[config.mk]
export PLATFORM = sky130hd
export DESIGN_NAME = led_pattern_engine
export DESIGN_NICKNAME = d
export VERILOG_FILES = /design/src/rtl/led_pkg.sv /design/src/rtl/tick_gen.sv /design/src/rtl/led_pattern_engine.sv
export SDC_FILE = /design/constraint.sdc
export NUM_CORES = 1
export LEC_CHECK = 0
export CAP_MARGIN = 20
export CORE_UTILIZATION = 40
export DETAILED_ROUTE_END_ITERATION = 8
export GPL_TIMING_DRIVEN = 0
export REMOVE_ABC_BUFFERS = 1
export SETUP_SLACK_MARGIN = 0.5
export SLEW_MARGIN = 25
export SYNTH_ARGS = -nofsm -noshare
export SYNTH_HDL_FRONTEND = slang
export SYNTH_SLANG_ARGS = --single-unit
[constraint.sdc]
create_clock -name clk_50M -period 2.1 [get_ports clk_50M]
set_clock_uncertainty 0.2 [all_clocks]
set_input_delay 0.42 -clock clk_50M [delete_from_list [all_inputs] [get_ports clk_50M]]
set_output_delay 0.42 -clock clk_50M [all_outputs]
set_load 0.03 [all_outputs]
[src/rtl/led_pkg.sv]
// Shared encodings and helpers for the LED pattern engine.
//   mode_e     : pattern select encodings (SHIFT, FILL_EMPTY, PINGPONG, BLINK)
//   phase_e    : direction phase for FILL_EMPTY / PINGPONG
//   init_value : first LED image shown after a load, for a given mode/dir/width
package led_pkg;

    localparam int unsigned MAX_LED = 32;

    typedef enum logic [1:0] {
        MODE_SHIFT = 2'd0,
        MODE_FILL  = 2'd1,
        MODE_PING  = 2'd2,
        MODE_BLINK = 2'd3
    } mode_e;

    typedef enum logic {
        PH_UP   = 1'b0,
        PH_DOWN = 1'b1
    } phase_e;

    // Returned at full 32-bit width; the caller truncates to its LED count.
    function automatic logic [MAX_LED-1:0] init_value(
        input mode_e       m,
        input logic        d,
        input int unsigned n
    );
        logic [MAX_LED-1:0] v;
        v = MAX_LED'(1);
        case (m)
            MODE_SHIFT: v = d ? (MAX_LED'(1) << (n - 1)) : MAX_LED'(1);
            MODE_BLINK: v = '1;
            default:    v = MAX_LED'(1);
        endcase
        return v;
    endfunction

endpackage

[src/rtl/tick_gen.sv]
// Prescaler producing a one-cycle clock enable every DIV clocks while run=1.
//   clk_50M : board clock
//   reset   : synchronous active-low reset
//   run     : 1 = count, 0 = hold count and suppress tick
//   tick    : combinational enable, high in the cycle where count==DIV-1 and run=1
module tick_gen #(
    parameter int unsigned DIV = 12_500_000
) (
    input  logic clk_50M,
    input  logic reset,
    input  logic run,
    output logic tick
);

    localparam int unsigned CNT_W = (DIV > 1) ? $clog2(DIV) : 1;
    localparam logic [CNT_W-1:0] LAST = CNT_W'(DIV - 1);

    logic [CNT_W-1:0] r_count;
    logic             w_wrap;

    assign w_wrap = (r_count == LAST);
    assign tick   = run && w_wrap;

    // Free-running modulo-DIV counter, frozen while run is low.
    always_ff @(posedge clk_50M) begin
        if (!reset) begin
            r_count <= '0;
        end else if (run) begin
            r_count <= w_wrap ? '0 : r_count + CNT_W'(1);
        end
    end

endmodule

[src/rtl/led_pattern_engine.sv]
// LED pattern generator: drives an N_LED bank with one of four patterns,
// advancing one step per prescaler tick.
//   clk_50M   : board clock
//   reset     : synchronous active-low reset
//   run       : 1 = advance, 0 = freeze outputs and prescaler
//   mode      : 0 SHIFT, 1 FILL_EMPTY, 2 PINGPONG, 3 BLINK (sampled on ticks)
//   dir       : SHIFT direction, 0 toward MSB, 1 toward LSB (sampled on ticks)
//   out       : registered LED drive
//   step_tick : registered pulse in the cycle following each out update
module led_pattern_engine
    import led_pkg::*;
#(
    parameter int unsigned N_LED = 8,
    parameter int unsigned DIV   = 12_500_000
) (
    input  logic             clk_50M,
    input  logic             reset,
    input  logic             run,
    input  logic [1:0]       mode,
    input  logic             dir,
    output logic [N_LED-1:0] out,
    output logic             step_tick
);

    localparam logic [N_LED-1:0] ALL_ON = '1;
    localparam logic [N_LED-1:0] ONE    = N_LED'(1);

    logic             w_tick;
    mode_e            w_mode_sel;
    logic [N_LED-1:0] w_init;
    logic             w_onehot;

    logic [N_LED-1:0] r_out,          w_out_nxt;
    phase_e           r_phase,        w_phase_nxt;
    mode_e            r_mode_q,       w_mode_q_nxt;
    logic             r_load_pending, w_load_nxt;
    logic             r_step_tick;

    tick_gen #(.DIV(DIV)) u_tick_gen (
        .clk_50M (clk_50M),
        .reset   (reset),
        .run     (run),
        .tick    (w_tick)
    );

    assign w_mode_sel = mode_e'(mode);
    assign w_init     = N_LED'(init_value(w_mode_sel, dir, N_LED));
    // Single-lit check used to recover SHIFT/PINGPONG from corrupted images.
    assign w_onehot   = (r_out != '0) && ((r_out & (r_out - ONE)) == '0);

    // State register.
    always_ff @(posedge clk_50M) begin
        if (!reset) begin
            r_out          <= '0;
            r_phase        <= PH_UP;
            r_mode_q       <= MODE_SHIFT;
            r_load_pending <= 1'b1;
            r_step_tick    <= 1'b0;
        end else begin
            r_out          <= w_out_nxt;
            r_phase        <= w_phase_nxt;
            r_mode_q       <= w_mode_q_nxt;
            r_load_pending <= w_load_nxt;
            r_step_tick    <= w_tick;
        end
    end

    // Next-state: only tick cycles change the pattern.
    always_comb begin
        w_out_nxt    = r_out;
        w_phase_nxt  = r_phase;
        w_mode_q_nxt = r_mode_q;
        w_load_nxt   = r_load_pending;

        if (w_tick) begin
            if (r_load_pending || (w_mode_sel != r_mode_q)) begin
                // New mode shows its initial image on this same edge.
                w_mode_q_nxt = w_mode_sel;
                w_out_nxt    = w_init;
                w_phase_nxt  = PH_UP;
                w_load_nxt   = 1'b0;
            end else begin
                case (r_mode_q)
                    MODE_SHIFT: begin
                        if (!w_onehot) begin
                            w_out_nxt = w_init;
                        end else if (dir) begin
                            w_out_nxt = {r_out[0], r_out[N_LED-1:1]};
                        end else begin
                            w_out_nxt = {r_out[N_LED-2:0], r_out[N_LED-1]};
                        end
                    end
                    MODE_FILL: begin
                        if (r_phase == PH_UP) begin
                            if (r_out == ALL_ON) begin
                                w_phase_nxt = PH_DOWN;
                                w_out_nxt   = r_out << 1;
                            end else begin
                                w_out_nxt   = (r_out << 1) | ONE;
                            end
                        end else begin
                            if (r_out == '0) begin
                                w_phase_nxt = PH_UP;
                                w_out_nxt   = ONE;
                            end else begin
                                w_out_nxt   = r_out << 1;
                            end
                        end
                    end
                    MODE_PING: begin
                        // Phase flips on the step that lands on an end LED,
                        // so each end is shown exactly once per bounce.
                        if (!w_onehot) begin
                            w_out_nxt   = ONE;
                            w_phase_nxt = PH_UP;
                        end else if (r_phase == PH_UP && !r_out[N_LED-1]) begin
                            w_out_nxt = r_out << 1;
                            if (r_out[N_LED-2]) begin
                                w_phase_nxt = PH_DOWN;
                            end
                        end else if (r_phase == PH_DOWN && !r_out[0]) begin
                            w_out_nxt = r_out >> 1;
                            if (r_out[1]) begin
                                w_phase_nxt = PH_UP;
                            end
                        end else begin
                            // Phase disagrees with position: bounce off the end.
                            w_out_nxt   = r_out[0] ? (r_out << 1) : (r_out >> 1);
                            w_phase_nxt = r_out[0] ? PH_UP : PH_DOWN;
                        end
                    end
                    MODE_BLINK: begin
                        if ((r_out == '0) || (r_out == ALL_ON)) begin
                            w_out_nxt = ~r_out;
                        end else begin
                            w_out_nxt = ALL_ON;
                        end
                    end
                    default: begin
                        w_out_nxt = w_init;
                    end
                endcase
            end
        end
    end

    assign out       = r_out;
    assign step_tick = r_step_tick;

endmodule

* Word level (Yosys, flattened, before mapping) *
Cells that the tools add are included.

word-level totals
  bits in registers = 37
  input port bits = 6
  output and inout port bits = 9

cells by class
  $add $sub $neg = 2
  equality and inequality tests = 9
  mux-type cells = 26
  bitwise gates (word level) = 3
  reductions and logical operators = 16

operator list
  cell                                                 number
  2-to-1 mux 8 bit                                     11
  case mux 8 bit (4 select lines)                      1
  adder 24 x 1 -> 24 bit, second input constant        1
  equality test 24 bit, second input constant          1
  2-to-1 mux 24 bit                                    1
  zero test 8 bit                                      2
  case mux 8 bit (2 select lines)                      1
  2-to-1 mux 1 bit                                     11
  bitwise AND 8 bit                                    1
  equality test 8 bit, second input constant           1
  NOT 8 bit                                            1
  nonzero test 8 bit                                   1
  subtractor 8 x 1 -> 8 bit, second input constant     1
  equality test 2 bit, second input constant           3
  != test 6 bit, second input constant                 1
  != test 5 bit, second input constant                 1
  logical AND 1 bit                                    4
  zero test 2 bit                                      2
  AND reduction 4 bit                                  1
  nonzero test 3 bit                                   1
  equality test 2 x 1 -> 1 bit, second input constant  1
  zero test 1 bit                                      2
  logical OR 1 bit                                     2
  != test 2 bit                                        1
  other kinds (3)                                      3

* Logic depth before layout (Yosys ltp) *
Gate-level depths: netlist of the first run.

  depth in word-level cells = 7
  mapped depth = 9
  depth with buffers taken out = 7

* Cells and area by module *
From an unflattened synthesis of the first run, not the netlist that was laid out.

second synthesis, totals
  cells, all modules = 327
  area, all modules = 2534.9 um2

modules (own cells, without submodules)
  module              instances  cells an instance  area an instance (um2)  seq. area each (um2)
  led_pattern_engine  1          189                1345.0                  260.2
  tick_gen            1          138                1189.9                  480.5

* Worst setup path before layout of the first run *
OpenSTA, ideal clock, no wires.

  path type = flip-flop to flip-flop
  start point = register r_out[2], in the netlist out[2]
  end point = register r_out[3], in the netlist out[3]
  library setup time = 79 ps
  arrival time = 2100 ps
  data required time = 1821 ps
  slack = -280 ps
  cell stages (with the launch flop) = 9
  clock period less this slack = 2380 ps
  path through = dfxtp_1 -> inv_2 -> or4_1 -> a21oi_2 -> a21oi_2 -> buf_6 -> o41ai_2 -> nor2_1 -> a211oi_2

between the ends
  word-level cells in the longest chain between the ends = 7
  elaborated cells between the ends (all ways) = 19
  classes of those cells = add/sub (1); eq/ne (1); mux (11); bitwise (1); reduce/logical (5)

ends and longest elaborated chain
  item                                 RTL line                                             RTL
  start, declared                      led_pattern_engine.sv:33                             logic [N_LED-1:0] r_out, w_out_nxt;
  start signal, assigned               led_pattern_engine.sv:60                             r_out <= w_out_nxt;
  subtractor 8 x 1 -> 8 bit            led_pattern_engine.sv:49                             assign w_onehot = (r_out != '0) && ((r_out & (r_out - ONE)) == '0);
  bitwise AND 8 bit                    led_pattern_engine.sv:49
  zero test 8 bit                      led_pattern_engine.sv:49
  logical AND 1 bit                    led_pattern_engine.sv:49
  2-to-1 mux 8 bit (on tied branches)  led_pattern_engine.sv:113, led_pattern_engine.sv:85
  case mux 8 bit (4 select lines) *    led_pattern_engine.sv:83                             case (r_mode_q)
  2-to-1 mux 8 bit *                   led_pattern_engine.sv:76                             if (r_load_pending || (w_mode_sel != r_mode_q)) begin

Mark *: on every way between the ends. The rest lies on a longest branch, timed or not.
A chain may end at the register's enable or synchronous reset.

* Worst setup path after layout of the first run *
  start point = register u_tick_gen.r_count[15]
  end point = register r_phase

between the ends
  word-level cells in the longest chain between the ends = 3

ends and longest elaborated chain
  item                           RTL line                  RTL
  start, declared                tick_gen.sv:18            logic [CNT_W-1:0] r_count;
  start signal, assigned         tick_gen.sv:29            r_count <= w_wrap ? '0 : r_count + CNT_W'(1);
  equality test 24 bit           tick_gen.sv:21            assign w_wrap = (r_count == LAST);
  logical AND 1 bit              tick_gen.sv:22            assign tick = run && w_wrap;
  AND reduction 4 bit (no line)  -
  end signal, assigned           led_pattern_engine.sv:61  r_phase <= w_phase_nxt;
  end, declared                  led_pattern_engine.sv:34  phase_e r_phase, w_phase_nxt;

No other way between the ends.

==> results_dict.tcl, run 1 <==
set metrics [dict create \
    status "finished with violations" \
    failed_checks "setup timing" \
    place_hpwl_mm 3.564 \
    endpoint_kind "register" \
    final_hold_viol_count 0 \
    syn_area_mm2 0.002349 \
    die_w_um 78.63 \
    clock_sinks 37 \
    internal_power_w 0.0009957 \
    cp_data_required_time_ns 2.13 \
    grt_overflow_total 0 \
    netlist_instances 313 \
    p_sw_w 0.0003162 \
    period_minus_slack_ns 2.166 \
    ys_warn_count 0 \
    cts.path.max_buffers 2 \
    drt_iter0_drc 95 \
    p_leak_nw 1.165 \
    area_growth_pct 41.18 \
    met3_usage 0.04419 \
    setup_violations 16 \
    cts_root_buffer "clkbuf_8" \
    busiest_layer "met2" \
    crit_slowest_cell "or4_4" \
    synth_cell_types 46 \
    cp_cell_sequence "nand4_1, or3_4, or4_4, buf_6, nor2_4, o2111ai_1, o21ai_1" \
    grt_pass1_wl_mm 10.95 \
    cts_tree "built" \
    synth_area_leaders "dfxtp_1, nor2_1, o21ai_0" \
    final_net_count 361 \
    start_kind "register" \
    use_met1 0.2766 \
    hold_buffers 0 \
    clk_pin_slew_ns 0.07 \
    p_per_area_mw_per_mm2 395.7 \
    use_met2 0.3843 \
    slew_headroom 0.5235 \
    synthArstFlopShare 0 \
    drt.antenna.violating_nets 0 \
    ios 15 \
    totalWireLength_mm 6.586 \
    globalplace.congestion 0.8129 \
    critical-path-max-stage-delay_ns 0.65 \
    vias 2388 \
    p_total_w 0.001312 \
    switching_share 0.2410 \
    cp.arrival_ns 2.19 \
    wl_per_cell_um 15.53 \
    cts_made_buffers 5 \
    n_antenna_cell 0 \
    crit_type "register to register" \
    layout-drive-gt1-share 0.3920 \
    synth.most_common_cell "nor2_1" \
    final_util 0.5948 \
    grt_antenna_before_repair 0 \
    initial_core_util 0.4213 \
    avgSynthCellArea_um2 7.503 \
    dr.pass1.iters 4 \
    netlist.area_leader.share 0.3154 \
    grt_usage 0.2247 \
    worstHoldPathType "primary input to register" \
    fp.dieH_um 78.63 \
    max_cap_violations 0 \
    die-area_mm2 0.006182 \
    synth_edf_count 0 \
    grt_pass1_vias 2313 \
    ctsHtreeMaxLevel 2 \
    peakVddDrop_mv 0.3033 \
    max_clock_freq_mhz 461.7 \
    worst_slack_ns -0.06597 \
    rsz0062_at_grt "true" \
    netlist_top_cells_count "nor2_1, dfxtp_1, o21ai_0" \
    insertion_delay_ns 0.29 \
    ys_seq_area_frac 0.3154 \
    final-max-slew-violation-count 0 \
    vias_per_cell 5.632 \
    synth_area_leader_cell "dfxtp_1" \
    cp_max_fo 8 \
    p_comb_frac 0.081 \
    pwr-share-clk 0.388 \
    core_mm2 0.005574 \
    sequentialPowerShare 0.531 \
    n_fill_cell 506 \
    remaining_drc_errors 0 \
    grt_max_degree 21 \
    rows 27 \
    synth-seq-cells 37 \
    period_share 1.031 \
    synth_top_flop_cell "dfxtp_1" \
    tightest_slew_ns 0.7147 \
    portBuffers 14 \
]
[state kept, by name, indices dropped and copies added, names as in the netlist]
name	cells
out	8
r_load_pending	1
r_mode_q	2
r_phase	1
step_tick	1
u_tick_gen.r_count	24
[repair_timing]
action	4_1_cts	5_1_grt
gates resized for setup	141	36
setup endpoints to repair	45	42
cloned	2	1
buffers inserted	30	5
pin swaps	27	22
[metal layers]
metal | share of wire | wire length, um | vias up
met5 | 0 | 0 | -
met4 | 0.017 | 111 | 0
met3 | 0.032 | 214 | 10
met2 | 0.49 | 3259 | 39
met1 | 0.46 | 3000 | 1154
li1 | - | - | 1185
[cell type report]
class	instances	area (um2)	share of cell area
clock buffers	7	86.33	0.02604
repair buffers	50	455.4	0.1374
multi-input cells	246	1848	0.5574
well taps	72	90.09	0.02717
flip-flops and latches	37	790.8	0.2385
inverters	12	45.04	0.01358
[placed cells by master, fill, tap and decap left out, types with 12 or more instances in the layout]
master and instances:
nor2_1 33, o21ai_0 25, nand2_1 20, dfxtp_1 19, xor2_1 13, a21oi_1 15, buf_4 24, buf_6 12
[per-stage QoR]
step                      hold slack [ns]  setup TNS [ns]  cell area (um2)  instances  worst slack (ns)
after floorplan                    0.2435          -9.401             2262        293           -0.4606
after global placement             0.2674          -43.44             2492        379            -1.532
after detailed placement           0.2682          -44.03             2492        379            -1.535
after CTS                          0.3125        -0.04642             3157        418          -0.01830
after global routing               0.2776          -2.214             3316        424           -0.1377
final                              0.2567         -0.2117             3316        424          -0.06597
[worst paths after layout]
| check | startpoint | slack (ns) | to | cells after the start |
|---|---|---|---|---|
| max | u_tick_gen.r_count[15] | -0.07 | r_phase | 7 |
| min | run | 0.26 | u_tick_gen.r_count[0] | 3 |
| max reg2reg | u_tick_gen.r_count[15] | -0.07 | r_phase | 7 |
| min reg2reg | r_load_pending | 0.32 | r_load_pending | 1 |
[power by group through the flow]
stage / sequential, W / combinational (W) / clock (W)
after floorplan: 0.000725 / 0.0000438 / 0
after global placement: 0.000726 / 0.0000723 / 0
after detailed placement: 0.000726 / 0.0000731 / 0
after CTS: 0.000695 / 0.0000957 / 0.000523
after global routing: 0.000696 / 0.000115 / 0.000563
final: 0.000696 / 0.000106 / 0.000510
[worst max-delay path: cells and delay by family (launching register included)]
family,cells,cell delay [ns]
simple gates,4,1.19
flops,1,0.34
compound gates,2,0.20
buf+inv,1,0.17
[cells by family after synthesis]
group,synth area share
compound gates,0.2248
xor+xnor,0.08578
fa+ha+maj,0.01598
buf+inv,0.05594
flops,0.3154
mux,0.03410
simple gates,0.2680
No activity file was read; power rests on OpenSTA's default activity.
==> run 2: changes to the inputs <==
SETUP_SLACK_MARGIN = 0.4   (was 0.5)
==> results_dict.tcl, run 2 (synthesis gave the netlist of run 1 again) <==
set metrics [dict create \
    grt_usage 0.2247 \
    final_hold_viol_count 0 \
    cp.arrival_ns 2.19 \
    max_clock_freq_mhz 462.2 \
    insertion_delay_ns 0.29 \
    failed_checks "setup timing" \
    crit_type "register to register" \
    place_hpwl_mm 3.564 \
    hold_start "run" \
    slew_headroom 0.5218 \
    holdPathStages 3 \
    grt_pass1_vias 2299 \
    peakVddDrop_mv 0.3031 \
    max_cap_violations 0 \
    endpoint_kind "register" \
    worst_slack_ns -0.06361 \
    grt_max_degree 21 \
    die_w_um 78.63 \
    dr.pass1.iters 4 \
    area_growth_pct 40.01 \
    tightest_slew_ns 0.7173 \
    grt_antenna_before_repair 0 \
    cts.path.max_buffers 2 \
    core_mm2 0.005574 \
    ctsHtreeMaxLevel 2 \
    vias_per_cell 5.621 \
    rows 27 \
    clk_pin_slew_ns 0.07 \
    grt_overflow_total 0 \
    pwr-share-clk 0.387 \
    sequentialPowerShare 0.532 \
    rsz0062_at_grt "true" \
    remaining_drc_errors 0 \
    r2r_cells 7 \
    ios 15 \
    start_kind "register" \
    rr_startpoint "u_tick_gen.r_count[15]" \
    r2r_end "r_phase" \
    internal_power_w 0.0009958 \
    grt_pass1_wl_mm 10.94 \
    startpoint "u_tick_gen.r_count[15]" \
    cp_data_required_time_ns 2.13 \
    largest-register "u_tick_gen.r_count" \
    period_share 1.030 \
    n_antenna_cell 0 \
    largest_reg_flops 24 \
    fin_tns_setup_ns -0.2151 \
    p_leak_nw 1.153 \
    cts_tree "built" \
    p_comb_frac 0.081 \
    cts_made_buffers 5 \
    p_per_area_mw_per_mm2 398.2 \
    totalWireLength_mm 6.546 \
    period_minus_slack_ns 2.164 \
    cp_max_fo 8 \
    setup_violations 17 \
    hold_end "u_tick_gen.r_count[0]" \
    hold_buffers 0 \
    p_sw_w 0.0003137 \
    cts_root_buffer "clkbuf_8" \
    globalplace.congestion 0.8129 \
    initial_core_util 0.4213 \
    r2r_slack_ns -0.06 \
    vias 2372 \
    status "finished with violations" \
    wl_per_cell_um 15.51 \
    portBuffers 14 \
    switching_share 0.2396 \
    fp.dieH_um 78.63 \
    final_net_count 359 \
    die-area_mm2 0.006182 \
    worstHoldPathType "primary input to register" \
    layout-drive-gt1-share 0.3857 \
    final-max-slew-violation-count 0 \
    layout_common_cells "nor2_1, o21ai_0, buf_4" \
    drt_iter0_drc 126 \
    final_common_cell "nor2_1" \
    place_worst_setup_slack_ns -1.535 \
    clock_sinks 37 \
    drt.antenna.violating_nets 0 \
]
## run 2: metal layers
metal  up-vias  GRT usage  share of wire
met2        42     0.3826           0.49
met1      1136     0.2787           0.45
met4         0    0.08148          0.017
met5         -          0              0
li1       1184          -              -
met3        10    0.04302          0.037
## run 2: worst max path at each step
stage / end / cells after the start
3_5_place_dp: out[7] / 7
5_1_grt: r_phase / 7
2_1_floorplan: out[7] / 6
3_3_place_gp: out[7] / 7
4_1_cts: out[2] / 6
6_report: r_phase / 7
## run 2: cell type report
type                            count  area, um2
Clock buffer                        7      86.33
Fill cell                         513       2286
Inverter                           12      45.04
Multi-Input combinational cell    246       1848
Sequential cell                    37      790.8
Tap cell                           72      90.09
Timing Repair Buffer               48      427.9
## run 2: metrics by stage
stage / cells / hold WS [ns] / util / area [um2] / power (W)
finish: 422 / 0.2562 / 0.5899 / 3288 / 0.001309
global route: 422 / 0.2776 / 0.5899 / 3288 / 0.001375
CTS: 418 / 0.3125 / 0.5690 / 3172 / 0.001314
detailed placement: 379 / 0.2682 / 0.4471 / 2492 / 0.0007991
global placement: 379 / 0.2674 / 0.4471 / 2492 / 0.0007983
floorplan: 293 / 0.2435 / - / 2262 / 0.0007690
## run 2: power groups by stage
stage | clock, W | sequential, W | combinational, W
6_report | 0.000507 | 0.000696 | 0.000106
5_1_grt | 0.000564 | 0.000696 | 0.000115
4_1_cts | 0.000523 | 0.000695 | 0.0000957
3_5_place_dp | 0 | 0.000726 | 0.0000731
3_3_place_gp | 0 | 0.000726 | 0.0000723
2_1_floorplan | 0 | 0.000725 | 0.0000438
## run 2: worst max-delay path, stage by stage, from the launching register on
cell       delay [ns]
dfxtp_2          0.34
nand4_1          0.11
or3_4            0.34
or4_4            0.65
buf_6            0.17
nor2_4           0.09
o2111ai_1        0.11
o21ai_1          0.09
## run 2: repair_timing
action / in CTS / in global routing
resized for setup: 125 / 36
setup endpoints to repair: 45 / 41
cloned: 2 / 1
pin swaps: 27 / 22
buffers inserted: 30 / 3
==> run 3: changes to the inputs <==
CELL_PAD_IN_SITES_DETAIL_PLACEMENT = 0   (was unset)
CELL_PAD_IN_SITES_GLOBAL_PLACEMENT = 2   (was unset)
CORE_ASPECT_RATIO = 0.8   (was unset)
CORE_UTILIZATION = 31   (was 40)
PLACE_DENSITY_LB_ADDON = 0.1   (was unset)
REMOVE_ABC_BUFFERS = unset   (was 1)
==> results_dict.tcl, run 3 (synthesis gave the netlist of run 1 again) <==
set metrics [dict create \
    vias_per_cell 5.406 \
    cp_common_cell "buf_12" \
    place_worst_setup_slack_ns -1.013 \
    insertion_delay_ns 0.29 \
    totalWireLength_mm 7.691 \
    rsz0062_at_grt "true" \
    place_hpwl_mm 4.862 \
    largest-register "u_tick_gen.r_count" \
    cp_data_required_time_ns 2.09 \
    cts_root_buffer "clkbuf_8" \
    pwr-share-clk 0.418 \
    final_common_cell "nor2_1" \
    worstHoldPathType "register to register" \
    start_kind "register" \
    use_met1 0.3042 \
    n_fill_cell 701 \
    grt_overflow_total 0 \
    fin_tns_setup_ns -1.071 \
    fp.dieH_um 79.85 \
    die-area_mm2 0.007930 \
    cp.arrival_ns 2.15 \
    r2r_slack_ns -0.06 \
    vias 2476 \
    use_met2 0.3069 \
    syn-num-nets 322 \
    ctsHtreeMaxLevel 2 \
    wl_per_cell_um 16.79 \
    ios 15 \
    grt_max_degree 12 \
    p_comb_frac 0.096 \
    core_mm2 0.007094 \
    worst_slack_ns -0.06178 \
    die_w_um 99.31 \
    crit_slowest_cell "or4_4" \
    tightest_slew_ns 0.7075 \
    cts_tree "built" \
    area_growth_pct 56.15 \
    period_share 1.029 \
    max_clock_freq_mhz 462.6 \
    cp_max_fo 5 \
    globalplace.congestion 0.7642 \
    clk_pin_slew_ns 0.08 \
    busiest_layer "met2" \
    clock_sinks 37 \
    final_net_count 379 \
    endpoint_kind "register" \
    hold_buffers 0 \
    final-max-slew-violation-count 0 \
    internal_power_w 0.001102 \
    max_cap_violations 0 \
    setup_violations 28 \
    failed_checks "setup timing" \
    p_sw_w 0.0003415 \
    grt_pass1_wl_mm 12.72 \
    drt.antenna.violating_nets 0 \
    layout-drive-gt1-share 0.4259 \
    grt_pass1_vias 2369 \
    met3_usage 0.03940 \
    largest_reg_flops 24 \
    cts_made_buffers 5 \
    p_per_area_mw_per_mm2 393.7 \
    sequentialPowerShare 0.486 \
    layout_common_cells "nor2_1, buf_4, nand2_1, o21ai_0, dfxtp_1" \
    slew_headroom 0.5283 \
    n_antenna_cell 0 \
    grt_antenna_before_repair 0 \
    cts.path.max_buffers 2 \
    p_leak_nw 1.374 \
    critical-path-max-stage-delay_ns 0.49 \
    rows 27 \
    switching_share 0.2365 \
    final_hold_viol_count 0 \
    drt_iter0_drc 134 \
    remaining_drc_errors 0 \
    status "finished with violations" \
    cp_cell_sequence "nand4_1, or3_4, or4_4, buf_8, nand2_8, buf_12, buf_12, nor2_2" \
    crit_type "register to register" \
    dr.pass1.iters 5 \
    peakVddDrop_mv 0.3185 \
    grt_usage 0.2077 \
    initial_core_util 0.3310 \
    period_minus_slack_ns 2.162 \
    portBuffers 13 \
]
[run 3: layer usage]
layer / vias to the layer above / wire [um]
met5: - / 0
met3: 11 / 304
met4: 0 / 102
met1: 1187 / 4016
li1: 1226 / -
met2: 52 / 3268
[run 3: final timing paths]
path                                              from  depth (start not counted)                     to
worst min-delay path                    r_load_pending                          1         r_load_pending
worst min register to register          r_load_pending                          1         r_load_pending
worst max-delay path            u_tick_gen.r_count[12]                          8  u_tick_gen.r_count[1]
worst max register to register  u_tick_gen.r_count[12]                          8  u_tick_gen.r_count[1]
[run 3: power groups by stage]
stage | logic (W) | registers (W) | clock network [W]
2_1_floorplan | 0.0000578 | 0.000721 | 0
3_3_place_gp | 0.0000844 | 0.000722 | 0
3_5_place_dp | 0.0000842 | 0.000722 | 0
4_1_cts | 0.000122 | 0.000702 | 0.000624
5_1_grt | 0.000150 | 0.000703 | 0.000645
6_report | 0.000139 | 0.000701 | 0.000604
[run 3: what timing repair did]
item,4_1_cts,5_1_grt
gates cloned,3,0
pin swaps,18,19
setup buffers,25,9
endpoints found under the setup margin,45,38
gates resized for setup,103,57
[run 3: layout make-up]
class	instances	area, um2	area share
multi-input cells	245	1918	0.5230
flip-flops and latches	37	780.7	0.2129
repair buffers	49	481.7	0.1314
plain buffers	20	219.0	0.05971
clock buffers	8	111.4	0.03037
well taps	87	108.9	0.02968
inverters	12	47.55	0.01296
[run 3: critical path, delay by kind of cell (launching register included)]
family        cells  cell delay, ns
simple gates      5            1.06
flops             1            0.35
buf+inv           3            0.44
[run 3: metrics by stage]
step | hold WS (ns) | utilization | total power, W | area, um2 | cells
6_report | 0.3163 | 0.5169 | 0.001444 | 3667 | 458
3_5_place_dp | 0.2722 | 0.3887 | 0.0008062 | 2758 | 413
4_1_cts | 0.3181 | 0.4817 | 0.001449 | 3417 | 449
2_1_floorplan | 0.2474 | - | 0.0007790 | 2519 | 313
5_1_grt | 0.3438 | 0.5169 | 0.001497 | 3667 | 458
3_3_place_gp | 0.2697 | 0.3887 | 0.0008063 | 2758 | 413
==> RTL edit, RTL diff (config.mk and constraints of run 1) <==
`DIV` is set to 12_500_000 in 2 places; all go to 6_250_000.
--- a/src/rtl/tick_gen.sv
+++ b/src/rtl/tick_gen.sv
@@ -6,3 +6,3 @@
 module tick_gen #(
-    parameter int unsigned DIV = 12_500_000
+    parameter int unsigned DIV = 6_250_000
 ) (
--- a/src/rtl/led_pattern_engine.sv
+++ b/src/rtl/led_pattern_engine.sv
@@ -13,3 +13,3 @@
     parameter int unsigned N_LED = 8,
-    parameter int unsigned DIV   = 12_500_000
+    parameter int unsigned DIV   = 6_250_000
 ) (
Behaviour: no difference found for any inputs over 10 cycles, from zero or initial values and one cycle with reset low; that may be too few to reach the edited logic, so the function may still have changed.
==> RTL edit against run 1 <==
The run still ends with negative setup slack left; setup slack lost 0.60 ns; area after synthesis grew 1.3%; global-route usage increased by 0.28 points; final area fell by 8.0%; sequential power fell by 2%; routed wire length up 4.1%; hold slack better by 0.023 ns; via count grew 2.4%; power grew 8.9%; sequential cell count is 1 lower.
==> RTL edit: results (changes against run 1) <==
STA
  • Final TNS setup: -18.28 ns (was -0.212 ns)
  • Number of setup violations in the final report: 35 (was 16)
  • Final worst slack: -0.670 ns (was -0.0660 ns)
  • Max transition margin: 49.9% (was 52.4%)
  • Max-slew violation count: 0 (unchanged)
  • WHS: 0.280 ns (was 0.257 ns)

Routing
  • 1st-pass router iterations: 5 (was 4)
  • DR WL/cell: 17.0 microns (was 15.5 microns)
  • Via/cell ratio: 6.08 (was 5.63)
  • Detail Route Antenna Nets: 0 (unchanged)
  • DRT iter0 DRCs: 247 (was 95)

Synthesis
  • Post-synth cell types: 56 (was 46)
  • Top cells by count, synth: nor2_1 (41), dfxtp_1 (36), nand2_1 (33), clkbuf_1 (16), xor2_1 (16) (was nor2_1 (52), dfxtp_1 (37), o21ai_0 (30), a21oi_1 (22), nand2_1 (21))
  • Ys Warns: 0 (unchanged)
  • Avg Inst Size Synth: 7.73 sq um (was 7.50 sq um)
  • Synth top area cells: dfxtp_1 (30%), nor2_1 (6.5%), xor2_1 (5.9%) (was dfxtp_1 (32%), nor2_1 (8.3%), o21ai_0 (6.4%))
  • Post-synthesis sequential area ratio: 30.3% (was 31.5%)

Worst hold path
  • Min-Delay Path Class: register to register (was input pin to register)
  • Worst hold start: r_load_pending (was run)

Placement
  • GP Congestion: 0.867 (was 0.813)
  • DP HPWL: 4.33 mm (was 3.56 mm)
  • Placed Cells: 376 (was 379)
  • Port bufs: 14 (unchanged)
  • Pre-CTS WS: -1.07 ns (was -1.53 ns)
  • Cell Area, Placed: 2550 sq um (was 2490 sq um)

Clock network
  • Root Buffer: clkbuf_8 (unchanged)
  • Worst-path clk slew: 0.07 ns (about the same)
  • Cts bufs inserted: 5 (unchanged)
  • Post-CTS Repair Setup Buffers: 11 (was 30)
  • # resized after CTS: 75 (was 141)

Cells and area
  • Nets: 338 (was 361)
  • Layout cell share with drive strength beyond 1: 26.4% (was 39.2%)
  • Area taken by multi-input logic gates: 1770 sq um (was 1850 sq um)
  • Finished Layout Cells: 402 (was 424)
  • Top reg by flops: u_tick_gen.r_count (unchanged)
  • Number of flip-flops in the largest register: 23 (was 24)
  • Fillers: 546 (was 506)

Power and ir drop
  • Leakage: 1.11 nW (was 1.17 nW)
  • Switching portion of total power: 21.2% (was 24.1%)
  • VDD IR max: 0.373 mV (was 0.303 mV)

Global route
  • Total GRT Usage: 22.8% (was 22.5%)
  • First-pass GRT wire length: 11.0 mm (about the same)
  • Largest net degree at the start of global routing: 16 (was 21)
  • Vias in the first global route: 2223 (was 2313)

Run status
  • Status: complete, but fails checks (unchanged)
  • Violated checks: negative setup slack (unchanged)

Setup path
  • CP arrival: 2.78 ns (was 2.19 ns)
  • Crit-path max FO: 2 (was 8)
  • CP Launch Type: register (unchanged)
  • R2r startpoint: u_tick_gen.r_count[7] (was u_tick_gen.r_count[15])
RTL edit: kinds of logic (layout without fill, tap and decap cells):
| logic type | count (synthesis) | after routing | share of synthesized area [%] |
|---|---|---|---|
| AO/OA/AOI/OAI | 62 | 62 | 18.6 |
| XOR/XNOR | 25 | 25 | 9.20 |
| adder cells (fa/ha/maj) | 4 | 4 | 2.00 |
| buffers and inverters | 27 | 48 | 4.36 |
| flip-flops | 36 | 36 | 30.3 |
| multiplexers | 10 | 10 | 4.47 |
| AND/OR/NAND/NOR | 144 | 145 | 31.1 |
RTL edit: final timing paths:
kind                    endpoint  cells after the start
hold / removal    r_load_pending                      2
setup / recovery          out[7]                      6
hold reg to reg   r_load_pending                      2
setup reg to reg          out[7]                      6
RTL edit: layout make-up:
type | count | area share [%]
clock buffers | 7 | 3.16
clock inverters | 1 | 0.984
inverters | 8 | 0.984
multi-input cells | 246 | 58.0
flip-flops and latches | 36 | 24.8
well taps | 72 | 2.95
repair buffers | 32 | 9.14
RTL edit: power groups by stage:
| stage | clock network [mW] | registers, mW | logic (mW) |
|---|---|---|---|
| 2_1_floorplan | 0 | 0.705 | 0.0397 |
| 3_3_place_gp | 0 | 0.705 | 0.0684 |
| 3_5_place_dp | 0 | 0.706 | 0.0698 |
| 4_1_cts | 0.687 | 0.684 | 0.0786 |
| 5_1_grt | 0.719 | 0.680 | 0.0886 |
| 6_report | 0.669 | 0.679 | 0.0808 |
RTL edit: metal layers:
layer	routed length (microns)	track usage, %	part of all wire, %
met1	3060	30.0	45
met2	3250	36.0	47
met3	366	3.91	5.3
met4	178	10.2	2.6
met5	0	0	0
RTL edit: worst max-delay path, stage by stage (launching register included):
cell and delay (ns):
dfxtp_2 0.32, or4_4 0.53, or3_4 0.34, or4_4 0.51, or4_1 0.41, o32a_1 0.31
o21ai_2 0.07
